[src/rtl/control_fsm.sv]
// Sequencer for a small RV-style instruction subset (OP-IMM, LUI, AUIPC, JAL, JALR).
// One instruction in flight: FETCH -> DECODE -> EXEC -> WB; EBREAK or a bad encoding parks in HALT.
module control_fsm #(
  parameter int XLEN  = 32,
  parameter int RET_W = 32
) (
  input  logic             i_clk,
  input  logic             i_rst_n,
  input  logic             i_inst_valid,
  output logic             o_inst_ready,
  input  logic [31:0]      i_inst,
  output logic [4:0]       o_rd,
  output logic [4:0]       o_rs1,
  output logic [4:0]       o_rs2,
  output logic [2:0]       o_type,
  output logic [3:0]       o_aluc,
  output logic             o_m1,
  output logic             o_m2,
  output logic             o_wb_sel,
  output logic [XLEN-1:0]  o_imm,
  output logic             o_reg_we,
  output logic             o_pc_we,
  output logic             o_jump,
  output logic             o_halt,
  output logic             o_illegal,
  output logic [RET_W-1:0] o_retired
);

  // state | meaning
  // FETCH  | waiting for an instruction word
  // DECODE | IR decoded, legality checked
  // EXEC   | ALU cycle
  // WB     | register/PC write strobes, retire
  // HALT   | stopped until reset
  typedef enum logic [2:0] {
    S_FETCH  = 3'd0,
    S_DECODE = 3'd1,
    S_EXEC   = 3'd2,
    S_WB     = 3'd3,
    S_HALT   = 3'd4
  } state_t;

  localparam logic [6:0] OP_IMM = 7'b0010011;
  localparam logic [6:0] OP_LUI = 7'b0110111;
  localparam logic [6:0] OP_AUI = 7'b0010111;
  localparam logic [6:0] OP_JAL = 7'b1101111;
  localparam logic [6:0] OP_JLR = 7'b1100111;

  localparam logic [2:0] T_NONE = 3'd0;
  localparam logic [2:0] T_I    = 3'd1;
  localparam logic [2:0] T_U    = 3'd2;
  localparam logic [2:0] T_J    = 3'd3;

  localparam logic [3:0] A_ADD  = 4'd0;
  localparam logic [3:0] A_SLT  = 4'd1;
  localparam logic [3:0] A_SLTU = 4'd2;
  localparam logic [3:0] A_XOR  = 4'd3;
  localparam logic [3:0] A_OR   = 4'd4;
  localparam logic [3:0] A_AND  = 4'd5;
  localparam logic [3:0] A_SLL  = 4'd6;
  localparam logic [3:0] A_SRL  = 4'd7;
  localparam logic [3:0] A_SRA  = 4'd8;
  localparam logic [3:0] A_PASB = 4'd9;

  state_t           r_state;
  state_t           w_state_nxt;
  logic [31:0]      r_ir;
  logic             r_illegal;
  logic [RET_W-1:0] r_retired;

  logic [6:0] w_opcode;
  logic [2:0] w_funct3;
  logic       w_sh_zero;
  logic       w_sh_arith;
  logic       w_ebreak;
  logic       w_legal;
  logic [2:0] w_type;
  logic [3:0] w_aluc;
  logic       w_m1;
  logic       w_m2;
  logic       w_wb_sel;
  logic       w_jump;

  assign w_opcode = r_ir[6:0];
  assign w_funct3 = r_ir[14:12];
  assign w_ebreak = (r_ir == 32'h0010_0073);

  // RV64 shifts borrow IR[25] for shamt, so only IR[31:26] carries the funct bits.
  assign w_sh_zero  = (XLEN == 64) ? (r_ir[31:26] == 6'b000000) : (r_ir[31:25] == 7'b0000000);
  assign w_sh_arith = (XLEN == 64) ? (r_ir[31:26] == 6'b010000) : (r_ir[31:25] == 7'b0100000);

  always_comb begin
    w_type   = T_NONE;
    w_aluc   = A_ADD;
    w_m1     = 1'b0;
    w_m2     = 1'b0;
    w_wb_sel = 1'b0;
    w_jump   = 1'b0;
    w_legal  = 1'b0;
    case (w_opcode)
      OP_IMM: begin
        w_type  = T_I;
        w_m1    = 1'b1;
        w_legal = 1'b1;
        case (w_funct3)
          3'b000: w_aluc = A_ADD;
          3'b010: w_aluc = A_SLT;
          3'b011: w_aluc = A_SLTU;
          3'b100: w_aluc = A_XOR;
          3'b110: w_aluc = A_OR;
          3'b111: w_aluc = A_AND;
          3'b001: begin
            w_aluc  = A_SLL;
            w_legal = w_sh_zero;
          end
          default: begin
            w_aluc  = w_sh_arith ? A_SRA : A_SRL;
            w_legal = w_sh_zero | w_sh_arith;
          end
        endcase
      end
      OP_LUI: begin
        w_type  = T_U;
        w_aluc  = A_PASB;
        w_m1    = 1'b1;
        w_legal = 1'b1;
      end
      OP_AUI: begin
        w_type  = T_U;
        w_m1    = 1'b1;
        w_m2    = 1'b1;
        w_legal = 1'b1;
      end
      OP_JAL: begin
        w_type   = T_J;
        w_m1     = 1'b1;
        w_m2     = 1'b1;
        w_wb_sel = 1'b1;
        w_jump   = 1'b1;
        w_legal  = 1'b1;
      end
      OP_JLR: begin
        if (w_funct3 == 3'b000) begin
          w_type   = T_I;
          w_m1     = 1'b1;
          w_wb_sel = 1'b1;
          w_jump   = 1'b1;
          w_legal  = 1'b1;
        end
      end
      default: ;
    endcase
    if (!w_legal) begin
      w_type   = T_NONE;
      w_aluc   = A_ADD;
      w_m1     = 1'b0;
      w_m2     = 1'b0;
      w_wb_sel = 1'b0;
      w_jump   = 1'b0;
    end
  end

  always_ff @(posedge i_clk) begin
    if (!i_rst_n) r_state <= S_FETCH;
    else          r_state <= w_state_nxt;
  end

  always_comb begin
    w_state_nxt = r_state;
    case (r_state)
      S_FETCH:  if (i_inst_valid) w_state_nxt = S_DECODE;
      S_DECODE: w_state_nxt = (w_legal && !w_ebreak) ? S_EXEC : S_HALT;
      S_EXEC:   w_state_nxt = S_WB;
      S_WB:     w_state_nxt = S_FETCH;
      S_HALT:   w_state_nxt = S_HALT;
      default:  w_state_nxt = S_FETCH;
    endcase
  end

  always_comb begin
    o_inst_ready = (r_state == S_FETCH);
    o_pc_we      = (r_state == S_WB);
    o_reg_we     = (r_state == S_WB) && (r_ir[11:7] != 5'd0);
    o_halt       = (r_state == S_HALT);
  end

  always_ff @(posedge i_clk) begin
    if (!i_rst_n) begin
      r_ir      <= '0;
      r_illegal <= 1'b0;
      r_retired <= '0;
    end else begin
      if (r_state == S_FETCH && i_inst_valid) r_ir <= i_inst;
      if (r_state == S_DECODE && !w_legal && !w_ebreak) r_illegal <= 1'b1;
      if (r_state == S_WB) r_retired <= r_retired + RET_W'(1);
    end
  end

  always_comb begin
    case (w_type)
      T_I:     o_imm = XLEN'($signed(r_ir[31:20]));
      T_U:     o_imm = XLEN'($signed({r_ir[31:12], 12'h000}));
      T_J:     o_imm = XLEN'($signed({r_ir[31], r_ir[19:12], r_ir[20], r_ir[30:21], 1'b0}));
      default: o_imm = '0;
    endcase
  end

  assign o_rd      = r_ir[11:7];
  assign o_rs1     = r_ir[19:15];
  assign o_rs2     = r_ir[24:20];
  assign o_type    = w_type;
  assign o_aluc    = w_aluc;
  assign o_m1      = w_m1;
  assign o_m2      = w_m2;
  assign o_wb_sel  = w_wb_sel;
  assign o_jump    = w_jump;
  assign o_illegal = r_illegal;
  assign o_retired = r_retired;

endmodule

[config.mk]
export PLATFORM = sky130hd
export DESIGN_NAME = control_fsm
export DESIGN_NICKNAME = d
export VERILOG_FILES = /design/src/rtl/control_fsm.sv
export SDC_FILE = /design/constraint.sdc
export NUM_CORES = 1
export LEC_CHECK = 0
export ABC_AREA = 1
export BUFFER_PORTS_ARGS = -buffer_cell sky130_fd_sc_hd__buf_2
export CORE_MARGIN = 2
export CORE_UTILIZATION = 55
export DETAILED_ROUTE_END_ITERATION = 8
export PLACE_DENSITY = 0.95
export SLEW_MARGIN = 10
export SYNTH_ARGS = -nofsm -noshare
export SYNTH_HDL_FRONTEND = slang
export SYNTH_SLANG_ARGS = --single-unit
[constraint.sdc]
create_clock -name i_clk -period 4.1 [get_ports i_clk]
set_input_delay 0 -clock i_clk [delete_from_list [all_inputs] [get_ports i_clk]]
set_output_delay 0 -clock i_clk [all_outputs]
set_load 0.01 [all_outputs]
# Word level (Yosys, flattened, before mapping)

Cells that the tools add are included.

Flip-flop bits (word level): 68
Output and inout port bits: 95
Logic and storage cells: 63

$add $sub $neg: 1
Eq/ne operators: 21
Mux-type cells: 20
Bitwise logic cells: 1
Reductions and logical operators: 16

Operators with widths:

| operator                | number |
|---|---|
| $pmux W32 S3            | 1 |
| $add A32 B1 Y32 const B | 1 |
| $eq A32 B21 Y1 const B  | 1 |
| $pmux W4 S7             | 1 |
| $eq A3 B2 Y1 const B    | 6 |
| $eq A7 B5 Y1 const B    | 2 |
| $eq A7 B6 Y1 const B    | 2 |
| $eq A7 B7 Y1 const B    | 2 |
| $eq A3 B3 Y1 const B    | 4 |
| $pmux W3 S4             | 1 |
| $eq A3 B1 Y1 const B    | 3 |
| $mux W3                 | 3 |
| $mux W4                 | 2 |
| $pmux W2 S4             | 1 |
| $pmux W4 S2             | 1 |
| $logic_not A7 Y1        | 1 |
| $logic_not A3 Y1        | 2 |
| $mux W1                 | 6 |
| $pmux W1 S2             | 3 |
| $reduce_or A6 Y1        | 1 |
| $logic_and A1 B1 Y1     | 5 |
| $reduce_bool A5 Y1      | 1 |
| $reduce_or A2 Y1        | 2 |
| $reduce_or A4 Y1        | 1 |
| 5 further kinds         | 6 |

# Depth between registers and ports, before layout

Word-level depth: 7
Mapped depth: 11

# Least setup slack after synthesis

No wires, ideal clock.

Path kind: reg-to-reg
From: register r_retired[0] (netlist: o_retired[0])
To: register r_retired[24] (netlist: o_retired[24])
Data arrival time: 1,501 ps
Data required time: 3,987 ps
Setup slack: 2,486 ps
Cell stages (with the launch flop): 11
Cell sequence: dfxtp_1 ha_1 inv_1 nor2_2 nand2_4 nor2_4 nand3_2 nor2_4 nand2_1 nor2_1 nor2_1

Word-level cells in the longest chain between the ends: 1

RTL lines:

| what                     | line | RTL |
|---|---|---|
| start: declaration       | 69   | `logic [RET_W-1:0] r_retired;` |
| start signal: assignment | 195  | `if (r_state == S_WB) r_retired <= r_retired + RET_W'(1);` |
| $add A32 B1 Y32          | 195  |  |

Every way passes these cells.
A chain may end at the register's enable or synchronous reset.

# Worst setup path in the final report

From: register r_ir[6]
To: output o_imm[28]

Word-level cells in the longest chain between the ends: 6
Elaborated cells between the ends (all ways): 14
Classes of those cells: eq/ne (8); mux (4); reduce/logical (2)

RTL lines:

| what                                                           | line | RTL |
|---|---|---|
| start: declaration                                             | 67   | `logic [31:0] r_ir;` |
| start signal: assignment                                       | 193  | `if (r_state == S_FETCH && i_inst_valid) r_ir <= i_inst;` |
| $eq A7 B7 Y1 (tied with other cells)                           | 100  | `case (w_opcode)` |
| $reduce_or A3 Y1 (no line) or $reduce_or A2 Y1 (tied branches) | n/a  |  |
| $pmux W1 S3 or $pmux W2 S4 (tied branches)                     | 100  |  |
| $mux W3 *                                                      | 153  | `if (!w_legal) begin` |
| $eq A3 B2 Y1 or $eq A3 B1 Y1 (tied branches)                   | 200  | `case (w_type)` |
| $pmux W32 S3 *                                                 | 200  |  |
| end: declaration                                               | 20   | `output logic [XLEN-1:0] o_imm,` |

Every way passes the cells marked *; elsewhere a longest branch is shown, timed or not.

==> results.md <==
* Clk pwr share at 0.352
* # port buffers at 128
* Leading area contributor after synthesis: dfxtp_1
* Area occupied by registers at 1360 um^2
* Mapped Avg Cell Area at 6.27 um^2
* Vias per cell at 5.29
* Post-route cell area at 4980 um^2
* Register area share after synthesis at 0.351
* Initial Util at 0.568
* Sw frac at 0.284
* Clk slew on worst S/H paths at 0.08 ns
* Skew final at 0.00829 ns
* Gr usage total at 0.314
* Synth Area in XOR/XNOR at 0.00677
* Slew headroom at 0.472
* Top cells by area, synth: dfxtp_1 (35%), nand2_1 (16%), nor2_1 (9.4%)
* DIE AREA at 7750 um^2
* Total gr overflow at 0
* Critical Path RT at 4.10 ns
* YS warnings at 0
* Final setup TNS at 0 ns
* Die Span Y at 88.0 um
* Largest net degree at the start of global routing at 61
* Largest family of logic cells by synthesized area: simple AND/OR/NAND/NOR gates
* Area share of fa/ha/maj cells after synthesis at 0.00322
* Io pins at 130
* Flop pwr share at 0.495
* Initial antenna violation count at 0
* RSZ-0062 raised after global routing: false
* Routed wire per std cell at 13.9 um
* Final #Nets at 795
* Type of the worst min-delay path: primary input to register
* Setup violations, final at 0
* Slew Viols, Final at 0
* First-pass GRT wire length at 19100 um
* Syn-to-layout area delta at 28.2%
* # DRC at 0
* Synth cell types at 36
* DRT iter0 DRCs at 353
* Routed vias at 4547
* Core area at 6830 um^2
* Row count at 30
* Clk_lat worst skew at 0.34 ns
* FMAX at 0.434 GHz
* Leak at 0.00230 uW
* CTS max path bufs at 2
* Worst VDD drop at 0.000196 V
* Share of post-route cells with drive strength above 1 at 0.228
* Post-Synthesis Cells at 619
* Post-Place Cell Area at 4460 um^2
* Synth Register Bits at 68
* ANT nets after route at 0
* Tcrit/Tclk final at 0.562
* Clk sinks at 68
* Routability Congestion at 0.907
* Area of the multi-input gates at 2060 um^2
* Crit path DAT at 2.30 ns
* Drt pass-1 iters at 6
* Total CTS buffers at 9
* Root Driver: clkbuf_8
* Die span in x at 88.0 um
* Post-Synth Simple-Gate Area at 0.362
* Fin crit period at 2.30 ns
* CTS H-tree lvls at 3
* Setup CP Type: register to primary output
* Total Wirelength at 11900 um
* Commonest non-fill, non-tap cell in the layout: nand2_1
* Pwr Density at 296 nW/um^2
* Area of the mapped netlist at 3880 um^2
* Synth Area in Compound Gates at 0.157
* Post-DP HPWL at 7910 um
* Mapped Nets at 655
* Hold Fails Final Rpt at 0
* CTS tree: done
* Crit path launch type: register
* Gate power share at 0.153
* Worst Tran Pin Value at 0.792 ns
* Layout fillers at 548
* Maxcap violations at 0
* P_int at 1060 uW
* Worst-path fanout max at 11
* Share of the synthesized area in the top cell type at 0.351
* Mux share of post-synthesis cell area at 0
* Outcome: finished, final reports clean
* Most frequent cells in the layout: nand2_1 (169), buf_2 (128), nor2_1 (97)
* Switch Pwr at 418 uW
* Vias in the first global route at 4257
* Diode count at 0
* CP Capture Type: primary output
-- Yosys cell counts --
cell      count
nor4_1        1
clkbuf_1     14
nor3_1        5
a21oi_4       1
inv_2        11
buf_2         1
clkinv_1      1
inv_1        59
nor3b_1       1
nand3_2       3
ha_1          1
nor2_8        1
o211ai_1      1
nand4_1       3
nand3_1      21
nand2_4       2
xnor2_1       1
nand2_1     169
o21ai_0      34
xor2_1        2
nand3b_1      8
nor2_1       97
nor2_2        5
o21a_1        2
nor2_4        5
o21ai_1      17
o31ai_1       2
buf_1         1
dfxtp_1      68
a31oi_1       1
o21ba_2       1
and2_1        1
buf_4        18
conb_1        1
a21oi_1      57
nand2_2       3
-- worst max-delay path, stage by stage (launching register included) --
cell	delay [ns]
dfxtp_1	0.34
nand2_1	0.10
nor2_1	0.04
nand2_1	0.13
nand2_1	0.13
inv_2	0.20
nand2_2	0.10
a21oi_4	0.25
nor2_4	0.06
nand2_1	0.27
nand2_1	0.15
buf_2	0.18
-- layout make-up --
cell class | instances | share of cell area
clock buffer | 15 | 0.0354
clock inverter | 1 | 0.00101
inverter | 71 | 0.0535
multi-input combinational | 446 | 0.414
sequential | 68 | 0.274
tap | 96 | 0.0241
timing repair buffer | 163 | 0.199
-- state kept, by name (all words and copies together), names as in the netlist --
signal,count
o_illegal,1
o_retired,32
r_ir,32
r_state,3
-- layer usage --
metal,vias up,part of all wire,GRT usage,wire (um)
met5,-,0,0,0
met4,0,0.037,0.150,443
met3,45,0.081,0.0650,965
met2,253,0.48,0.565,5750
met1,2024,0.40,0.352,4770
li1,2225,-,-,-
-- what timing repair did --
action / CTS / global route
endpoints found under the setup margin: 0 / 0
hold buffers: 34 / 0
endpoints found under the hold margin: 31 / 0
setup buffers: 0 / 0
gates resized for setup: 0 / 0
-- metrics by stage --
step | utilization | std cells | worst slack, ns | power [uW] | hold WS, ns
finish | 0.729 | 860 | 1.80 | 1470 | 0.0354
global route | 0.729 | 860 | 1.60 | 1530 | 0.0275
CTS | 0.729 | 860 | 1.92 | 1470 | 0.00664
detailed placement | 0.652 | 810 | 2.30 | 930 | 0.270
global placement | 0.652 | 810 | 2.45 | 922 | 0.263
floorplan | - | 619 | 2.49 | 883 | 0.164
-- path summary, 6_finish.rpt --
check / from / to / slack (ns) / depth (start not counted)
max: r_ir[6] / o_imm[28] / 1.80 / 11
min: i_inst_valid / r_ir[1] / 0.04 / 3
max reg2reg: o_retired[0] / o_retired[24] / 2.27 / 11
min reg2reg: o_illegal / o_illegal / 0.45 / 2
-- logic make-up after synthesis --
logic type                 Yosys count
AOI/OAI and AO/OA                  116
buffers and inverters              105
other                                1
DFF                                 68
adders and majority gates            1
and+or+nand+nor                    325
xor gates and xnor gates             3
-- power groups by stage --
stage	Combinational (uW)	Sequential, uW	Clock, uW
global route	249	732	553
finish	225	730	519
CTS	215	727	524
global placement	183	740	0
floorplan	147	736	0
detailed placement	188	742	0
Note: power is estimated with default switching activity, not from simulation.
